[src/rtl/keccak_sponge_seq_if.sv]
// -----------------------------------------------------------------------------
// keccak_sponge_seq_if
// Handshake bundle between the Keccak sponge sequencer and its environment
// (message source, digest sink and permutation core).
//
// Signals
//   start       : begin a new hash (honoured only while the sequencer is idle)
//   rate        : lanes per block, 1..25, latched on an accepted start
//   out_lanes   : number of digest lanes to squeeze, latched on accepted start
//   din_valid   : absorb lane valid
//   din_last    : current absorb lane is the last lane of the padded message
//   din_ready   : sequencer accepts an absorb lane
//   absorb_we   : XOR-enable of the current lane into the state
//   dout_valid  : squeeze lane valid
//   dout_ready  : sink accepts a squeeze lane
//   lane_idx    : current lane index within the block
//   perm_ini    : one-cycle permutation start
//   perm_fin    : permutation core finished
//   busy        : sequencer is not idle
//   done        : one-cycle completion pulse
//   err         : sticky error flag
//
// Modports
//   master : environment side (drives requests, data handshakes, perm_fin)
//   slave  : sequencer side
// -----------------------------------------------------------------------------
interface keccak_sponge_seq_if;
  logic        start;
  logic [4:0]  rate;
  logic [15:0] out_lanes;
  logic        din_valid;
  logic        din_last;
  logic        din_ready;
  logic        absorb_we;
  logic        dout_valid;
  logic        dout_ready;
  logic [4:0]  lane_idx;
  logic        perm_ini;
  logic        perm_fin;
  logic        busy;
  logic        done;
  logic        err;

  modport master (
    output start, rate, out_lanes, din_valid, din_last, dout_ready, perm_fin,
    input  din_ready, absorb_we, dout_valid, lane_idx, perm_ini, busy, done, err
  );

  modport slave (
    input  start, rate, out_lanes, din_valid, din_last, dout_ready, perm_fin,
    output din_ready, absorb_we, dout_valid, lane_idx, perm_ini, busy, done, err
  );
endinterface

[src/rtl/keccak_sponge_seq.sv]
// -----------------------------------------------------------------------------
// keccak_sponge_seq
// Control sequencer for a Keccak sponge. It walks a hash through
//   IDLE -> ABSORB -> PERM -> (ABSORB -> PERM)* -> SQUEEZE -> (PERM -> SQUEEZE)*
//   -> DONE -> IDLE
// steering the lane index, the absorb XOR enable and the permutation core
// start pulse. The datapath (state array, permutation rounds) lives outside.
//
// Ports
//   clk  : single clock, rising edge
//   rst  : asynchronous, active-high reset
//   bus  : keccak_sponge_seq_if.slave (see interface file for signal list)
//
// Parameters
//   TIMEOUT : maximum number of PERM cycles waiting for perm_fin; only used
//             when the KECCAK_SEQ_TIMEOUT_EN macro is defined.
//
// Build option
//   KECCAK_SEQ_TIMEOUT_EN : when defined, a watchdog counts PERM cycles and
//   aborts the hash (err=1, back to IDLE, no done pulse) after TIMEOUT cycles
//   without perm_fin. When undefined, PERM waits for perm_fin indefinitely.
// -----------------------------------------------------------------------------
module keccak_sponge_seq #(
  parameter int TIMEOUT = 32
) (
  input  logic                 clk,
  input  logic                 rst,
  keccak_sponge_seq_if.slave   bus
);

  typedef enum logic [2:0] {
    S_IDLE    = 3'd0,
    S_ABSORB  = 3'd1,
    S_PERM    = 3'd2,
    S_SQUEEZE = 3'd3,
    S_DONE    = 3'd4
  } state_t;

  state_t      r_state;
  logic [4:0]  r_rate;
  logic [15:0] r_out_rem;
  logic [4:0]  r_lane_idx;
  logic        r_sqz;        // PERM returns to SQUEEZE when set, else ABSORB
  logic        r_din_ready;
  logic        r_dout_valid;
  logic        r_perm_ini;
  logic        r_busy;
  logic        r_done;
  logic        r_err;

  logic        w_cfg_ok;
  logic        w_block_end;
  logic        w_absorb_hs;
  logic        w_squeeze_hs;
  logic        w_perm_fin;

  // A start is only accepted with a legal rate and a non-empty digest.
  assign w_cfg_ok     = (bus.rate != 5'd0) && (bus.rate <= 5'd25) &&
                        (bus.out_lanes != 16'd0);
  assign w_block_end  = (r_lane_idx == (r_rate - 5'd1));
  assign w_absorb_hs  = bus.din_valid  & r_din_ready;
  assign w_squeeze_hs = bus.dout_ready & r_dout_valid;
  // perm_fin is ignored in the cycle that issues perm_ini: the core cannot
  // have finished a permutation it has not been told to start yet.
  assign w_perm_fin   = bus.perm_fin & ~r_perm_ini;

`ifdef KECCAK_SEQ_TIMEOUT_EN
  localparam int TMO_W = (TIMEOUT > 1) ? $clog2(TIMEOUT) : 1;
  logic [TMO_W-1:0] r_tmo_cnt;
  logic             w_tmo_hit;
  assign w_tmo_hit = (r_tmo_cnt == TMO_W'(TIMEOUT - 1));
`else
  logic w_unused_timeout;
  assign w_unused_timeout = (TIMEOUT == 0);
`endif

  // NOTE: state is updated with non-blocking assignments so every branch
  // reads the values from before this edge, independent of statement order.
  always_ff @(posedge clk or posedge rst) begin
    if (rst) begin
      r_state      <= S_IDLE;
      r_rate       <= 5'd0;
      r_out_rem    <= 16'd0;
      r_lane_idx   <= 5'd0;
      r_sqz        <= 1'b0;
      r_din_ready  <= 1'b0;
      r_dout_valid <= 1'b0;
      r_perm_ini   <= 1'b0;
      r_busy       <= 1'b0;
      r_done       <= 1'b0;
      r_err        <= 1'b0;
`ifdef KECCAK_SEQ_TIMEOUT_EN
      r_tmo_cnt    <= '0;
`endif
    end else begin
      // Single-cycle pulses default low.
      r_perm_ini <= 1'b0;
      r_done     <= 1'b0;

      unique case (r_state)
        S_IDLE: begin
          if (bus.start) begin
            if (w_cfg_ok) begin
              r_state     <= S_ABSORB;
              r_rate      <= bus.rate;
              r_out_rem   <= bus.out_lanes;
              r_lane_idx  <= 5'd0;
              r_sqz       <= 1'b0;
              r_err       <= 1'b0;
              r_din_ready <= 1'b1;
              r_busy      <= 1'b1;
            end else begin
              r_err <= 1'b1;
            end
          end
        end

        S_ABSORB: begin
          if (w_absorb_hs) begin
            if (w_block_end || bus.din_last) begin
              // Block full or message over: permute before anything else.
              r_state     <= S_PERM;
              r_perm_ini  <= 1'b1;
              r_lane_idx  <= 5'd0;
              r_din_ready <= 1'b0;
              if (bus.din_last) r_sqz <= 1'b1;
`ifdef KECCAK_SEQ_TIMEOUT_EN
              r_tmo_cnt   <= '0;
`endif
            end else begin
              r_lane_idx <= r_lane_idx + 5'd1;
            end
          end
        end

        S_PERM: begin
          if (w_perm_fin) begin
            r_lane_idx <= 5'd0;
            if (r_sqz) begin
              r_state      <= S_SQUEEZE;
              r_dout_valid <= 1'b1;
            end else begin
              r_state     <= S_ABSORB;
              r_din_ready <= 1'b1;
            end
          end
`ifdef KECCAK_SEQ_TIMEOUT_EN
          else if (w_tmo_hit) begin
            // Core never answered: abort without a done pulse.
            r_state    <= S_IDLE;
            r_err      <= 1'b1;
            r_busy     <= 1'b0;
            r_lane_idx <= 5'd0;
            r_out_rem  <= 16'd0;
            r_sqz      <= 1'b0;
          end else begin
            r_tmo_cnt <= r_tmo_cnt + 1'b1;
          end
`endif
        end

        S_SQUEEZE: begin
          if (w_squeeze_hs) begin
            r_out_rem <= r_out_rem - 16'd1;
            // Digest exhausted wins over a coincident block end: no point
            // permuting for lanes nobody will read.
            if (r_out_rem == 16'd1) begin
              r_state      <= S_DONE;
              r_dout_valid <= 1'b0;
              r_done       <= 1'b1;
              r_lane_idx   <= 5'd0;
            end else if (w_block_end) begin
              r_state      <= S_PERM;
              r_perm_ini   <= 1'b1;
              r_lane_idx   <= 5'd0;
              r_dout_valid <= 1'b0;
`ifdef KECCAK_SEQ_TIMEOUT_EN
              r_tmo_cnt    <= '0;
`endif
            end else begin
              r_lane_idx <= r_lane_idx + 5'd1;
            end
          end
        end

        S_DONE: begin
          r_state <= S_IDLE;
          r_busy  <= 1'b0;
          r_sqz   <= 1'b0;
        end

        default: begin
          r_state      <= S_IDLE;
          r_busy       <= 1'b0;
          r_din_ready  <= 1'b0;
          r_dout_valid <= 1'b0;
        end
      endcase
    end
  end

  assign bus.din_ready  = r_din_ready;
  assign bus.dout_valid = r_dout_valid;
  assign bus.absorb_we  = w_absorb_hs;
  assign bus.lane_idx   = r_lane_idx;
  assign bus.perm_ini   = r_perm_ini;
  assign bus.busy       = r_busy;
  assign bus.done       = r_done;
  assign bus.err        = r_err;

endmodule

[src/flat_wrapper.sv]
// flat-port wrapper written by rule: the top's interface ports become plain ports
module keccak_sponge_seq_flat 
#(
  parameter int TIMEOUT = 32
)
  (clk, rst, bus_start, bus_rate, bus_out_lanes, bus_din_valid, bus_din_last, bus_dout_ready, bus_perm_fin, bus_din_ready, bus_absorb_we, bus_dout_valid, bus_lane_idx, bus_perm_ini, bus_busy, bus_done, bus_err);
  keccak_sponge_seq_if bus_i ();
  input  logic clk;
  input  logic rst;
  input wire logic [$bits(bus_i.start)-1:0] bus_start;
  input wire logic [$bits(bus_i.rate)-1:0] bus_rate;
  input wire logic [$bits(bus_i.out_lanes)-1:0] bus_out_lanes;
  input wire logic [$bits(bus_i.din_valid)-1:0] bus_din_valid;
  input wire logic [$bits(bus_i.din_last)-1:0] bus_din_last;
  input wire logic [$bits(bus_i.dout_ready)-1:0] bus_dout_ready;
  input wire logic [$bits(bus_i.perm_fin)-1:0] bus_perm_fin;
  output wire logic [$bits(bus_i.din_ready)-1:0] bus_din_ready;
  output wire logic [$bits(bus_i.absorb_we)-1:0] bus_absorb_we;
  output wire logic [$bits(bus_i.dout_valid)-1:0] bus_dout_valid;
  output wire logic [$bits(bus_i.lane_idx)-1:0] bus_lane_idx;
  output wire logic [$bits(bus_i.perm_ini)-1:0] bus_perm_ini;
  output wire logic [$bits(bus_i.busy)-1:0] bus_busy;
  output wire logic [$bits(bus_i.done)-1:0] bus_done;
  output wire logic [$bits(bus_i.err)-1:0] bus_err;
  assign bus_i.start = bus_start;
  assign bus_i.rate = bus_rate;
  assign bus_i.out_lanes = bus_out_lanes;
  assign bus_i.din_valid = bus_din_valid;
  assign bus_i.din_last = bus_din_last;
  assign bus_i.dout_ready = bus_dout_ready;
  assign bus_i.perm_fin = bus_perm_fin;
  assign bus_din_ready = bus_i.din_ready;
  assign bus_absorb_we = bus_i.absorb_we;
  assign bus_dout_valid = bus_i.dout_valid;
  assign bus_lane_idx = bus_i.lane_idx;
  assign bus_perm_ini = bus_i.perm_ini;
  assign bus_busy = bus_i.busy;
  assign bus_done = bus_i.done;
  assign bus_err = bus_i.err;
  keccak_sponge_seq #(.TIMEOUT(TIMEOUT)) u_core (.clk(clk), .rst(rst), .bus(bus_i));
endmodule
[config.mk]
export PLATFORM = sky130hd
export DESIGN_NAME = keccak_sponge_seq_flat
export DESIGN_NICKNAME = d
export VERILOG_FILES = /design/src/rtl/keccak_sponge_seq_if.sv /design/src/rtl/keccak_sponge_seq.sv /design/src/flat_wrapper.sv
export SDC_FILE = /design/constraint.sdc
export NUM_CORES = 1
export LEC_CHECK = 0
export BUFFER_PORTS_ARGS = -buffer_cell sky130_fd_sc_hd__buf_2
export CAP_MARGIN = 20
export CORE_MARGIN = 8
export CORE_UTILIZATION = 56
export DETAILED_ROUTE_END_ITERATION = 16
export PLACE_DENSITY = 0.8
export SYNTH_ARGS = -nofsm -noshare
export SYNTH_HDL_FRONTEND = slang
export SYNTH_SLANG_ARGS = --single-unit
export TNS_END_PERCENT = 100
[constraint.sdc]
create_clock -name clk -period 2.45 [get_ports clk]
set_clock_uncertainty 0.2 [all_clocks]
set_input_delay 0.49 -clock clk [delete_from_list [all_inputs] [get_ports clk]]
set_output_delay 0.49 -clock clk [all_outputs]
set_load 0.005 [all_outputs]
# After elaboration in Yosys (flattened, before gate mapping)
# Index checks and enable logic that the tools add are counted.
# op_classes
mux,53
reduce_logical,21
addsub,3
eq_ne,16
bitwise,7
magnitude_cmp,1
# op_table
op,count
two-way mux 16 bit,3
two-way mux 5 bit,8
one-hot mux 16 bit (2 select lines),1
two-way mux 1 bit,25
two-way mux 3 bit,8
one-hot mux 5 bit (4 select lines),1
== test 16 x 1 -> 1 bit (second input constant),1
nonzero test 16 bit,1
subtractor 16 x 1 -> 16 bit (second input constant),1
AND reduction 7 bit,2
one-hot mux 3 bit (4 select lines),1
AND reduction 6 bit,2
!= test 2 x 1 -> 1 bit (second input constant),5
!= test 2 bit (second input constant),4
== test 3 x 2 -> 1 bit (second input constant),2
one-hot mux 1 bit (3 select lines),2
AND reduction 3 bit,2
OR reduction 3 bit,2
adder 5 x 1 -> 5 bit (second input constant),1
== test 5 bit,1
<= comparator 5 bit (second input constant),1
AND reduction 5 bit,1
nonzero test 5 bit,1
subtractor 5 x 1 -> 5 bit (second input constant),1
other kinds (17),24
# word_totals
input_bits,28
reg_bits,36
output_inout_bits,12

# Depth between registers and ports, before layout
# Gate-level depths: netlist of the first run.
# depth
ltp_word,6
depth_mapped,8
ltp_nobuf,7

# Worst setup path after synthesis of the first run
# OpenSTA, ideal clock, no wires.
# synth_timing
path_kind,input port to flip-flop
from,in bus_rate[4]
to,reg u_core.r_rate[2]
cell_stages,5
arrival_ps,1804
setup_ps,125
setup_slack_ps,321
path_cell_list,or4_4 -> o211a_1 -> and2_4 -> buf_6 -> mux2_4
# synth_between
elab_chain_cells,4
# synth_lines
element,line_no,source
from (decl),flat_wrapper.sv:11,input wire logic [$bits(bus_i.rate)-1:0] bus_rate;
<= comparator 5 bit or nonzero test 5 bit (tied branches),keccak_sponge_seq.sv:58,assign w_cfg_ok = (bus.rate != 5'd0) && (bus.rate <= 5'd25) &&
logical AND 1 bit * (2 in a row),keccak_sponge_seq.sv:58,
AND reduction 3 bit (no source line) *,-,
to (signal assigned),keccak_sponge_seq.sv:105,r_rate <= bus.rate;
to (decl),keccak_sponge_seq.sv:40,logic [4:0] r_rate;
# Every way passes the cells marked *; elsewhere a longest branch is shown, timed or not.
# A chain may end at the register's enable or synchronous reset.

# Final worst setup path of the first run
# layout_timing
from,reg u_core.r_rate[0]
to,reg u_core.r_state[1]
# layout_between
elab_chain_cells,5
# layout_lines
element,line_no,source
subtractor 5 x 1 -> 5 bit *,keccak_sponge_seq.sv:60,assign w_block_end = (r_lane_idx == (r_rate - 5'd1));
== test 5 bit *,keccak_sponge_seq.sv:60,
logical OR 1 bit,keccak_sponge_seq.sv:120,if (w_block_end || bus.din_last) begin
!= test 2 x 1 -> 1 bit (no source line),-,
AND reduction 7 bit (no source line) *,-,
to (signal assigned),keccak_sponge_seq.sv:81,r_state <= S_IDLE;
to (signal assigned),keccak_sponge_seq.sv:122,r_state <= S_PERM;
to (signal assigned),keccak_sponge_seq.sv:140,r_state <= S_SQUEEZE;
to (decl),keccak_sponge_seq.sv:39,state_t r_state;
# Marks and branches as above.

==> flow_summary.html, run 1 <==
<table>
<tr><th>Metric</th><th>Value</th></tr>
<tr><th colspan="2">Clock network</th></tr>
<tr><td>CTS tree</td><td>done</td></tr>
<tr><td>Maximum level of the CTS H-tree</td><td>2</td></tr>
<tr><td>Cells resized by post-CTS repair</td><td>0</td></tr>
<tr><td># clock sinks</td><td>36</td></tr>
<tr><td>Cts bufs inserted</td><td>5</td></tr>
<tr><td>Clock network latency to the later pin of the worst-skew pair</td><td>0.29 ns</td></tr>
<tr><td>Max clock buf depth</td><td>2</td></tr>
<tr><td>Clock Root Buffer</td><td>sky130_fd_sc_hd__clkbuf_8</td></tr>
<tr><td>Hold-fix buffers, CTS</td><td>0</td></tr>
<tr><td>CTS clock-pin slew for the worst setup and hold paths</td><td>0.07 ns</td></tr>
<tr><td>Buffer count from post-CTS setup fixing</td><td>0</td></tr>
<tr><th colspan="2">Worst setup path</th></tr>
<tr><td>Endpoint of the worst-slack reg-to-reg timing path</td><td>u_core.r_state[1]</td></tr>
<tr><td>Series of cell instances along the critical path</td><td>inv_1, ha_1, xnor2_1, a211oi_1, o311ai_4, and2_1, o31ai_1</td></tr>
<tr><td>Sort of element at the start of the critical path</td><td>flop</td></tr>
<tr><td>Crit-path leading delay family</td><td>compound AO/OA/AOI/OAI gates</td></tr>
<tr><td>WP buf/inv</td><td>1</td></tr>
<tr><td>CP Class</td><td>reg -&gt; reg</td></tr>
<tr><td>RR Startpoint</td><td>u_core.r_rate[0]</td></tr>
<tr><td>Worst reg2reg path depth</td><td>7</td></tr>
<tr><td>Critical path fanouts, max</td><td>10</td></tr>
<tr><td>Worst path required time</td><td>2.44 ns</td></tr>
<tr><td>Minimum setup slack among reg-to-reg paths</td><td>0.18 ns</td></tr>
<tr><td>Worst setup EP type</td><td>flop</td></tr>
<tr><td>Data arrival, critical path</td><td>2.26 ns</td></tr>
<tr><td>Slowest stage cell on the critical path</td><td>sky130_fd_sc_hd__dfrtp_1</td></tr>
<tr><td>CP peak stage delay</td><td>0.39 ns</td></tr>
<tr><th colspan="2">Place</th></tr>
<tr><td>Final GP Congestion</td><td>0.8956</td></tr>
<tr><td>DPL Wire Length</td><td>4.126 mm</td></tr>
<tr><td>Area post-placement</td><td>2571 µm²</td></tr>
<tr><td>I/O Buffers</td><td>39</td></tr>
<tr><th colspan="2">Synthesis</th></tr>
<tr><td>Nets in the synthesized netlist</td><td>289</td></tr>
<tr><td>Prevailing post-synth register cell</td><td>sky130_fd_sc_hd__dfrtp_1</td></tr>
<tr><td>Cell taking the most area after synthesis</td><td>sky130_fd_sc_hd__dfrtp_1</td></tr>
<tr><td>Leading cell types by count after synthesis</td><td>sky130_fd_sc_hd__dfrtp_1 (36), sky130_fd_sc_hd__o21ai_0 (34), sky130_fd_sc_hd__a21oi_1 (19), sky130_fd_sc_hd__nor2_1 (19), sky130_fd_sc_hd__nand2_1 (12)</td></tr>
<tr><td>Gate Count Post-Synth</td><td>257</td></tr>
<tr><td>Async S/R FF share, synth</td><td>100.0%</td></tr>
<tr><td>Proportion of synthesized chip area in sequential cells</td><td>38.90%</td></tr>
<tr><td>Summed instance area of the synthesized netlist</td><td>2316 µm²</td></tr>
<tr><td>Number of distinct library cells after synthesis</td><td>60</td></tr>
<tr><td>Synthesis warning total</td><td>0</td></tr>
<tr><td>Proportion of netlist area held by the largest area contributor</td><td>38.90%</td></tr>
<tr><td>Avg Synthesized Cell Area</td><td>9.012 µm²</td></tr>
<tr><td>Yosys reg bits</td><td>36</td></tr>
<tr><td>Most used standard cell by instance count after synthesis</td><td>sky130_fd_sc_hd__dfrtp_1</td></tr>
<tr><td>Number of enable flip-flop cells after synthesis</td><td>0</td></tr>
<tr><td>Area contributors post-synth</td><td>sky130_fd_sc_hd__dfrtp_1 (39%), sky130_fd_sc_hd__o21ai_0 (7.3%), sky130_fd_sc_hd__a21oi_1 (4.1%)</td></tr>
<tr><th colspan="2">Timing</th></tr>
<tr><td>Fraction of the cycle the final worst path needs</td><td>92.75%</td></tr>
<tr><td>Slew Limit Headroom</td><td>63.29%</td></tr>
<tr><td>Setup repair after global routing missed its margin</td><td>no</td></tr>
<tr><td>Transition at the pin with the smallest max-transition slack</td><td>0.5493 ns</td></tr>
<tr><td>Final hold vios</td><td>0</td></tr>
<tr><td>Min cycle time layout</td><td>2.272 ns</td></tr>
<tr><td>Pins over their slew limit</td><td>0</td></tr>
<tr><td>Total negative slack for setup checks</td><td>0 ns</td></tr>
<tr><td>Maximum clock frequency</td><td>440.1 MHz</td></tr>
<tr><td>Total of endpoints with negative setup slack in the final report</td><td>0</td></tr>
<tr><th colspan="2">Cells and area</th></tr>
<tr><td>Post-Layout Inst Area</td><td>2661 µm²</td></tr>
<tr><td>Total Nets Final</td><td>330</td></tr>
<tr><td>Fill cell instance count of the final layout</td><td>322</td></tr>
<tr><td># diodes</td><td>0</td></tr>
<tr><td>Synth-to-Final Area Change</td><td>14.91%</td></tr>
<tr><td>Fraction of layout cells with a size suffix above 1</td><td>23.41%</td></tr>
<tr><th colspan="2">Routing</th></tr>
<tr><td>Routed len/inst</td><td>15.98 µm</td></tr>
<tr><td>WL final</td><td>5.578 mm</td></tr>
<tr><td>Number of vias per cell after detailed routing</td><td>6.089</td></tr>
<tr><td>First-pass iteration count of the detailed router</td><td>4</td></tr>
<tr><td>Detailed router's first-iteration violation count</td><td>191</td></tr>
<tr><td>Number of remaining DRC errors</td><td>0</td></tr>
<tr><td>Via count</td><td>2125</td></tr>
<tr><td>Number of antenna-violating nets in the routed design</td><td>0</td></tr>
<tr><th colspan="2">Floorplan</th></tr>
<tr><td>Die Outline Area</td><td>6450 µm²</td></tr>
<tr><td>CORE AREA</td><td>4000 µm²</td></tr>
<tr><td>Initial core utilization</td><td>57.90%</td></tr>
<tr><td>Overall die width</td><td>80.31 µm</td></tr>
<tr><td>Standard-cell row count</td><td>23</td></tr>
<tr><td>Number of ports placed on the die boundary</td><td>40</td></tr>
<tr><td>Floorplan die height</td><td>80.31 µm</td></tr>
<tr><th colspan="2">Pwr</th></tr>
<tr><td>Fraction of power consumed by sequential logic</td><td>35.2%</td></tr>
<tr><td>Maximum vdd drop</td><td>799.0 µV</td></tr>
<tr><td>Power density over cell area</td><td>1266 nW/µm²</td></tr>
<tr><td>Combinational Power Share</td><td>52.0%</td></tr>
<tr><td>Internal Dissipation</td><td>1.886 mW</td></tr>
<tr><td>Switching Fraction</td><td>44.02%</td></tr>
<tr><td>Static leakage power</td><td>1.116 nW</td></tr>
<tr><td>Clock power frac</td><td>12.8%</td></tr>
<tr><td>Sw Pwr</td><td>1.483 mW</td></tr>
<tr><th colspan="2">Global routing</th></tr>
<tr><td>Largest net degree at the start of global routing</td><td>37</td></tr>
<tr><td>Combined global-route utilization of all metal layers</td><td>18.25%</td></tr>
<tr><td>Residual overflow from global routing</td><td>0</td></tr>
<tr><td>First-pass GRT wire length</td><td>9.363 mm</td></tr>
<tr><td>Via count of the first global-routing pass</td><td>1983</td></tr>
<tr><td>Number of antenna violations at the first check in global routing</td><td>0</td></tr>
<tr><th colspan="2">Run</th></tr>
<tr><td>Number of max-cap violations</td><td>0</td></tr>
<tr><th colspan="2">Worst hold path</th></tr>
<tr><td>Path class of the lowest-slack min-delay path</td><td>in -&gt; async</td></tr>
<tr><th colspan="2">Run status</th></tr>
<tr><td>Status</td><td>completed</td></tr>
</table>
## sequential cells by signal (all words and copies together), names as in the netlist
register and flops:
u_core.r_state 3, u_core.bus.done 1, u_core.bus.din_ready 1, u_core.bus.lane_idx 5, u_core.bus.err 1, u_core.bus.dout_valid 1, u_core.r_rate 5, u_core.bus.busy 1
u_core.r_sqz 1, u_core.bus.perm_ini 1, u_core.r_out_rem 16
## power groups by stage
stage	Sequential, mW	Combinational, mW	Clock [mW]
floorplan	1.09	1.37	0
global placement	1.18	1.70	0
detailed placement	1.19	1.74	0
CTS	1.18	1.75	0.442
global route	1.23	1.97	0.470
finish	1.19	1.75	0.430
## metrics by stage
stage | utilization, % | setup WS (ns) | cells | power, mW | hold WS (ns)
floorplan | - | 0.3213 | 257 | 2.456 | 0.2770
global placement | 64.28 | 0.1356 | 341 | 2.882 | 0.2604
detailed placement | 64.28 | 0.08013 | 341 | 2.935 | 0.2656
CTS | 66.53 | 0.1330 | 349 | 3.375 | 0.1063
global route | 66.53 | 0.05967 | 349 | 3.668 | 0.1398
finish | 66.53 | 0.1777 | 349 | 3.369 | 0.09591
## cell type report
class | count | area, µm² | area share, %
inverter | 10 | 37.54 | 1.410
multi-input combinational | 198 | 1303 | 48.94
clock buffer | 8 | 90.09 | 3.385
sequential | 36 | 900.9 | 33.85
tap | 50 | 62.56 | 2.351
timing repair buffer | 47 | 267.8 | 10.06
## placed cells by master (no fill, tap or decap), types with 3 or more instances in the layout
| cell type | count |
|---|---|
| sky130_fd_sc_hd__nor2_1 | 19 |
| sky130_fd_sc_hd__or2_2 | 3 |
| sky130_fd_sc_hd__xor2_1 | 3 |
| sky130_fd_sc_hd__buf_2 | 39 |
| sky130_fd_sc_hd__a22oi_1 | 4 |
| sky130_fd_sc_hd__inv_1 | 10 |
| sky130_fd_sc_hd__o22a_1 | 3 |
| sky130_fd_sc_hd__nand3_1 | 7 |
| sky130_fd_sc_hd__nor4_1 | 8 |
| sky130_fd_sc_hd__a211oi_1 | 3 |
| sky130_fd_sc_hd__a21oi_1 | 19 |
| sky130_fd_sc_hd__clkbuf_8 | 6 |
| sky130_fd_sc_hd__o211a_1 | 3 |
| sky130_fd_sc_hd__nand2b_1 | 5 |
| sky130_fd_sc_hd__dfrtp_1 | 36 |
| sky130_fd_sc_hd__buf_4 | 7 |
| sky130_fd_sc_hd__o211ai_1 | 5 |
| sky130_fd_sc_hd__and3_1 | 4 |
| sky130_fd_sc_hd__a21oi_2 | 3 |
| sky130_fd_sc_hd__xnor2_1 | 3 |
| sky130_fd_sc_hd__o21ai_0 | 34 |
| sky130_fd_sc_hd__nand4_1 | 5 |
| sky130_fd_sc_hd__nor3_1 | 7 |
| sky130_fd_sc_hd__o21a_1 | 4 |
| sky130_fd_sc_hd__nand2_1 | 12 |
| sky130_fd_sc_hd__mux2_4 | 3 |
| sky130_fd_sc_hd__ha_1 | 4 |
## metal layers
metal  routed length, µm  global-route usage, %  vias to the layer above
met2                2667                  28.13                       56
met3                 310                  4.464                        6
met4                  53                  6.364                        0
met1                2546                  24.24                     1011
li1                    -                      -                     1052
met5                   0                      0                        -
## worst max-delay path by stage
stage                        start                     end  cells past startpoint
2_1_floorplan          bus_rate[4]        u_core.r_rate[2]                      5
3_3_place_gp           bus_rate[4]  u_core.bus.lane_idx[3]                      6
3_5_place_dp           bus_rate[4]  u_core.bus.lane_idx[4]                      6
4_1_cts           u_core.r_rate[0]       u_core.r_state[1]                      7
5_1_grt        u_core.r_out_rem[1]  u_core.bus.lane_idx[2]                      7
6_report          u_core.r_rate[0]       u_core.r_state[1]                      7
## worst reg2reg max path: cells and delay by family (launching register included)
family	cells	cell delay (ns)
AO/OA/AOI/OAI	3	0.86
flip-flops	1	0.39
adder cells (fa/ha/maj)	1	0.30
AND/OR/NAND/NOR	1	0.23
XOR/XNOR	1	0.13
buffers and inverters	1	0.07
## cells by family (layout without fill, tap and decap cells)
kind of cell               Yosys count  count (layout)  share of synthesized area [%]
adders and majority gates            4               4                          2.161
muxes                                3               3                          1.945
xor gates and xnor gates             6               6                          2.269
buffers and inverters               23              65                          4.862
and+or+nand+nor                     89              89                          22.58
AOI/OAI and AO/OA                   96              96                          27.28
DFF                                 36              36                          38.90
Note: power is estimated with default switching activity, not from simulation.
==> run 2, diff against run 1 <==
BUFFER_PORTS_ARGS = -buffer_cell sky130_fd_sc_hd__clkbuf_2   (was -buffer_cell sky130_fd_sc_hd__buf_2)
SLEW_MARGIN = 20   (was default)
==> run 2 against run 1 <==
Compared with the run above:
- die area unchanged
- combinational power hardly changed
- global-route usage is 0.46 points higher
- maximum frequency grew 0.18%
- utilization is 0.13 points lower
- clock-buffer cell count unchanged
- final area down 0.19%
- setup slack improved by 0.0040 ns
- critical endpoint is now u_core.bus.perm_ini
- total power is 0.22% higher
- cell count is 0.29% higher
- largest power group unchanged
==> flow_summary.html, run 2 (synthesis results as in run 1) <==
<table>
<tr><th>Metric</th><th>Value</th></tr>
<tr><th colspan="2">Worst hold path</th></tr>
<tr><td>Path class of the lowest-slack min-delay path</td><td>in -&gt; async (unchanged)</td></tr>
<tr><th colspan="2">Timing</th></tr>
<tr><td>Fraction of the cycle the final worst path needs</td><td>92.58% (was 92.75%)</td></tr>
<tr><td>Setup repair after global routing missed its margin</td><td>no (unchanged)</td></tr>
<tr><td>Total of endpoints with negative setup slack in the final report</td><td>0 (unchanged)</td></tr>
<tr><td>Total negative slack for setup checks</td><td>0 ns (unchanged)</td></tr>
<tr><td>Final hold vios</td><td>0 (unchanged)</td></tr>
<tr><td>Maximum clock frequency</td><td>440.9 MHz (was 440.1 MHz)</td></tr>
<tr><td>Transition at the pin with the smallest max-transition slack</td><td>0.5440 ns (was 0.5493 ns)</td></tr>
<tr><td>Pins over their slew limit</td><td>0 (unchanged)</td></tr>
<tr><td>Slew Limit Headroom</td><td>63.64% (was 63.29%)</td></tr>
<tr><td>Min cycle time layout</td><td>2.268 ns (was 2.272 ns)</td></tr>
<tr><th colspan="2">Cells and area</th></tr>
<tr><td>Fraction of layout cells with a size suffix above 1</td><td>23.67% (was 23.41%)</td></tr>
<tr><td>Core utilization of the finished layout</td><td>66.41% (was 66.53%)</td></tr>
<tr><td>Total Nets Final</td><td>331 (was 330)</td></tr>
<tr><td>Most frequent standard cell in the layout excluding fill and tap cells</td><td>sky130_fd_sc_hd__clkbuf_2 (was sky130_fd_sc_hd__buf_2)</td></tr>
<tr><td># diodes</td><td>0 (unchanged)</td></tr>
<tr><td>Synth-to-Final Area Change</td><td>14.69% (was 14.91%)</td></tr>
<tr><td>Biggest register</td><td>u_core.r_out_rem (unchanged)</td></tr>
<tr><td>Most used cells in the layout excluding fill and tap cells</td><td>sky130_fd_sc_hd__clkbuf_2 (39), sky130_fd_sc_hd__dfrtp_1 (36), sky130_fd_sc_hd__o21ai_0 (34) (was sky130_fd_sc_hd__buf_2 (39), sky130_fd_sc_hd__dfrtp_1 (36), sky130_fd_sc_hd__o21ai_0 (34))</td></tr>
<tr><td>Post-route insts no fill</td><td>350 (was 349)</td></tr>
<tr><td>Fill cell instance count of the final layout</td><td>332 (was 322)</td></tr>
<tr><td>Register area</td><td>900.9 µm² (unchanged)</td></tr>
<tr><td>Multi-input combinational cell area</td><td>1303 µm² (unchanged)</td></tr>
<tr><td>Number of flip-flops in the largest register</td><td>16 (unchanged)</td></tr>
<tr><th colspan="2">Clock network</th></tr>
<tr><td>Maximum level of the CTS H-tree</td><td>2 (unchanged)</td></tr>
<tr><td>CTS clock-pin slew for the worst setup and hold paths</td><td>0.07 ns (about the same)</td></tr>
<tr><td>Max clock buf depth</td><td>2 (unchanged)</td></tr>
<tr><td>Cts bufs inserted</td><td>5 (unchanged)</td></tr>
<tr><td>Cells resized by post-CTS repair</td><td>0 (unchanged)</td></tr>
<tr><td>Clock Root Buffer</td><td>sky130_fd_sc_hd__clkbuf_8 (unchanged)</td></tr>
<tr><td>Clock network latency to the later pin of the worst-skew pair</td><td>0.29 ns (about the same)</td></tr>
<tr><td># clock sinks</td><td>36 (unchanged)</td></tr>
<tr><td>Buffer count from post-CTS setup fixing</td><td>0 (unchanged)</td></tr>
<tr><td>Hold-fix buffers, CTS</td><td>0 (unchanged)</td></tr>
<tr><td>CTS tree</td><td>done (unchanged)</td></tr>
<tr><th colspan="2">Routing</th></tr>
<tr><td>Detailed router's first-iteration violation count</td><td>146 (was 191)</td></tr>
<tr><td>WL final</td><td>5.842 mm (was 5.578 mm)</td></tr>
<tr><td>Routed len/inst</td><td>16.69 µm (was 15.98 µm)</td></tr>
<tr><td>Number of remaining DRC errors</td><td>0 (unchanged)</td></tr>
<tr><td>First-pass iteration count of the detailed router</td><td>5 (was 4)</td></tr>
<tr><td>Number of antenna-violating nets in the routed design</td><td>0 (unchanged)</td></tr>
<tr><td>Number of vias per cell after detailed routing</td><td>6.200 (was 6.089)</td></tr>
<tr><td>Via count</td><td>2170 (was 2125)</td></tr>
<tr><th colspan="2">Pwr</th></tr>
<tr><td>Maximum vdd drop</td><td>572.8 µV (was 799.0 µV)</td></tr>
<tr><td>Tot Pwr</td><td>3.376 mW (was 3.369 mW)</td></tr>
<tr><td>Static leakage power</td><td>1.124 nW (was 1.116 nW)</td></tr>
<tr><td>Power density over cell area</td><td>1271 nW/µm² (was 1266 nW/µm²)</td></tr>
<tr><th colspan="2">Worst setup path</th></tr>
<tr><td>Series of cell instances along the critical path</td><td>inv_1, ha_1, xnor2_1, a211oi_1, o311ai_4, a211oi_1, o21a_1 (was inv_1, ha_1, xnor2_1, a211oi_1, o311ai_4, and2_1, o31ai_1)</td></tr>
<tr><td>WP buf/inv</td><td>1 (unchanged)</td></tr>
<tr><td>CP peak stage delay</td><td>0.39 ns (about the same)</td></tr>
<tr><td>Worst path required time</td><td>2.48 ns (was 2.44 ns)</td></tr>
<tr><td>Sort of element at the start of the critical path</td><td>flop (unchanged)</td></tr>
<tr><td>Worst setup EP type</td><td>flop (unchanged)</td></tr>
<tr><td>Data arrival, critical path</td><td>2.30 ns (was 2.26 ns)</td></tr>
<tr><td>Critical path fanouts, max</td><td>10 (unchanged)</td></tr>
<tr><td>Top cell by count, worst path</td><td>sky130_fd_sc_hd__a211oi_1</td></tr>
<tr><td>Slowest stage cell on the critical path</td><td>sky130_fd_sc_hd__dfrtp_1 (unchanged)</td></tr>
<tr><td>CP Class</td><td>reg -&gt; reg (unchanged)</td></tr>
<tr><td>Crit-path leading delay family</td><td>compound AO/OA/AOI/OAI gates (unchanged)</td></tr>
<tr><th colspan="2">Run</th></tr>
<tr><td>Number of max-cap violations</td><td>0 (unchanged)</td></tr>
<tr><th colspan="2">Place</th></tr>
<tr><td>I/O Buffers</td><td>39 (unchanged)</td></tr>
<tr><td>Placed cell count</td><td>342 (was 341)</td></tr>
<tr><td>Final GP Congestion</td><td>0.8810 (was 0.8956)</td></tr>
<tr><td>DPL Wire Length</td><td>4.383 mm (was 4.126 mm)</td></tr>
<tr><th colspan="2">Run status</th></tr>
<tr><td>Status</td><td>completed (unchanged)</td></tr>
<tr><th colspan="2">Floorplan</th></tr>
<tr><td>Standard-cell row count</td><td>23 (unchanged)</td></tr>
<tr><td>Floorplan die height</td><td>80.31 µm (unchanged)</td></tr>
<tr><td>Overall die width</td><td>80.31 µm (unchanged)</td></tr>
<tr><td>Number of ports placed on the die boundary</td><td>40 (unchanged)</td></tr>
<tr><td>CORE AREA</td><td>4000 µm² (unchanged)</td></tr>
<tr><td>Die Outline Area</td><td>6450 µm² (unchanged)</td></tr>
<tr><td>Initial core utilization</td><td>57.90% (unchanged)</td></tr>
<tr><th colspan="2">Global routing</th></tr>
<tr><td>Residual overflow from global routing</td><td>0 (unchanged)</td></tr>
<tr><td>First-pass GRT wire length</td><td>9.680 mm (was 9.363 mm)</td></tr>
<tr><td>Combined global-route utilization of all metal layers</td><td>18.71% (was 18.25%)</td></tr>
<tr><td>Via count of the first global-routing pass</td><td>2100 (was 1983)</td></tr>
<tr><td>Number of antenna violations at the first check in global routing</td><td>0 (unchanged)</td></tr>
<tr><td>Largest net degree at the start of global routing</td><td>37 (unchanged)</td></tr>
</table>
[run 2: cell count changes in the layout (fill, tap and decap cells not counted), sizes merged]
| cell | before | now |
|---|---|---|
| clkbuf | 8 | 47 |
| buf | 47 | 9 |
[run 2: final timing paths]
| kind | from | to | slack (ns) | cells after the start |
|---|---|---|---|---|
| max | u_core.r_rate[0] | u_core.bus.perm_ini | 0.18 | 7 |
| min | rst | u_core.r_out_rem[5] | 0.06 | 3 |
| max reg2reg | u_core.r_rate[0] | u_core.bus.perm_ini | 0.18 | 7 |
| min reg2reg | u_core.bus.busy | u_core.bus.busy | 0.29 | 1 |
| max in group asynchronous | rst | u_core.r_sqz | 1.66 | 3 |
| min in group clk | bus_rate[1] | u_core.r_rate[1] | 0.25 | 3 |
[run 2: power by group]
group	total (mW)	switching (mW)	leakage [nW]	internal, mW
clock network	0.432	0.203	0.0455	0.229
logic	1.77	0.990	0.655	0.780
registers	1.17	0.319	0.423	0.855
[run 2: final cells by class]
cell class / count / share of cell area, %
well taps: 50 / 2.355
repair buffers: 48 / 9.892
clock buffers: 8 / 3.391
flip-flops and latches: 36 / 33.91
inverters: 10 / 1.413
multi-input cells: 198 / 49.03
[run 2: routing by layer]
| layer | part of all wire (%) | global-route usage (%) | routed length (µm) |
|---|---|---|---|
| met4 | 1.2 | 6.727 | 72 |
| met3 | 4.8 | 4.799 | 282 |
| met1 | 45 | 22.52 | 2602 |
| met5 | 0 | 0 | 0 |
| met2 | 49 | 31.37 | 2885 |
[run 2: metrics by stage]
stage | hold WS, ns | cell area (µm²) | setup slack, ns
after CTS | 0.07899 | 2656 | 0.1687
final | 0.06388 | 2656 | 0.1817
after global placement | 0.2658 | 2566 | 0.1501
after floorplan | 0.2770 | 2316 | 0.3213
after detailed placement | 0.2773 | 2566 | 0.09834
after global routing | 0.1143 | 2656 | 0.01096
[run 2: worst register-to-register path: cells and delay by family, from the launching register on]
family	cells	cell delay (ns)
xor gates and xnor gates	1	0.13
AOI/OAI and AO/OA	4	1.11
adders and majority gates	1	0.31
buffers and inverters	1	0.08
DFF	1	0.39
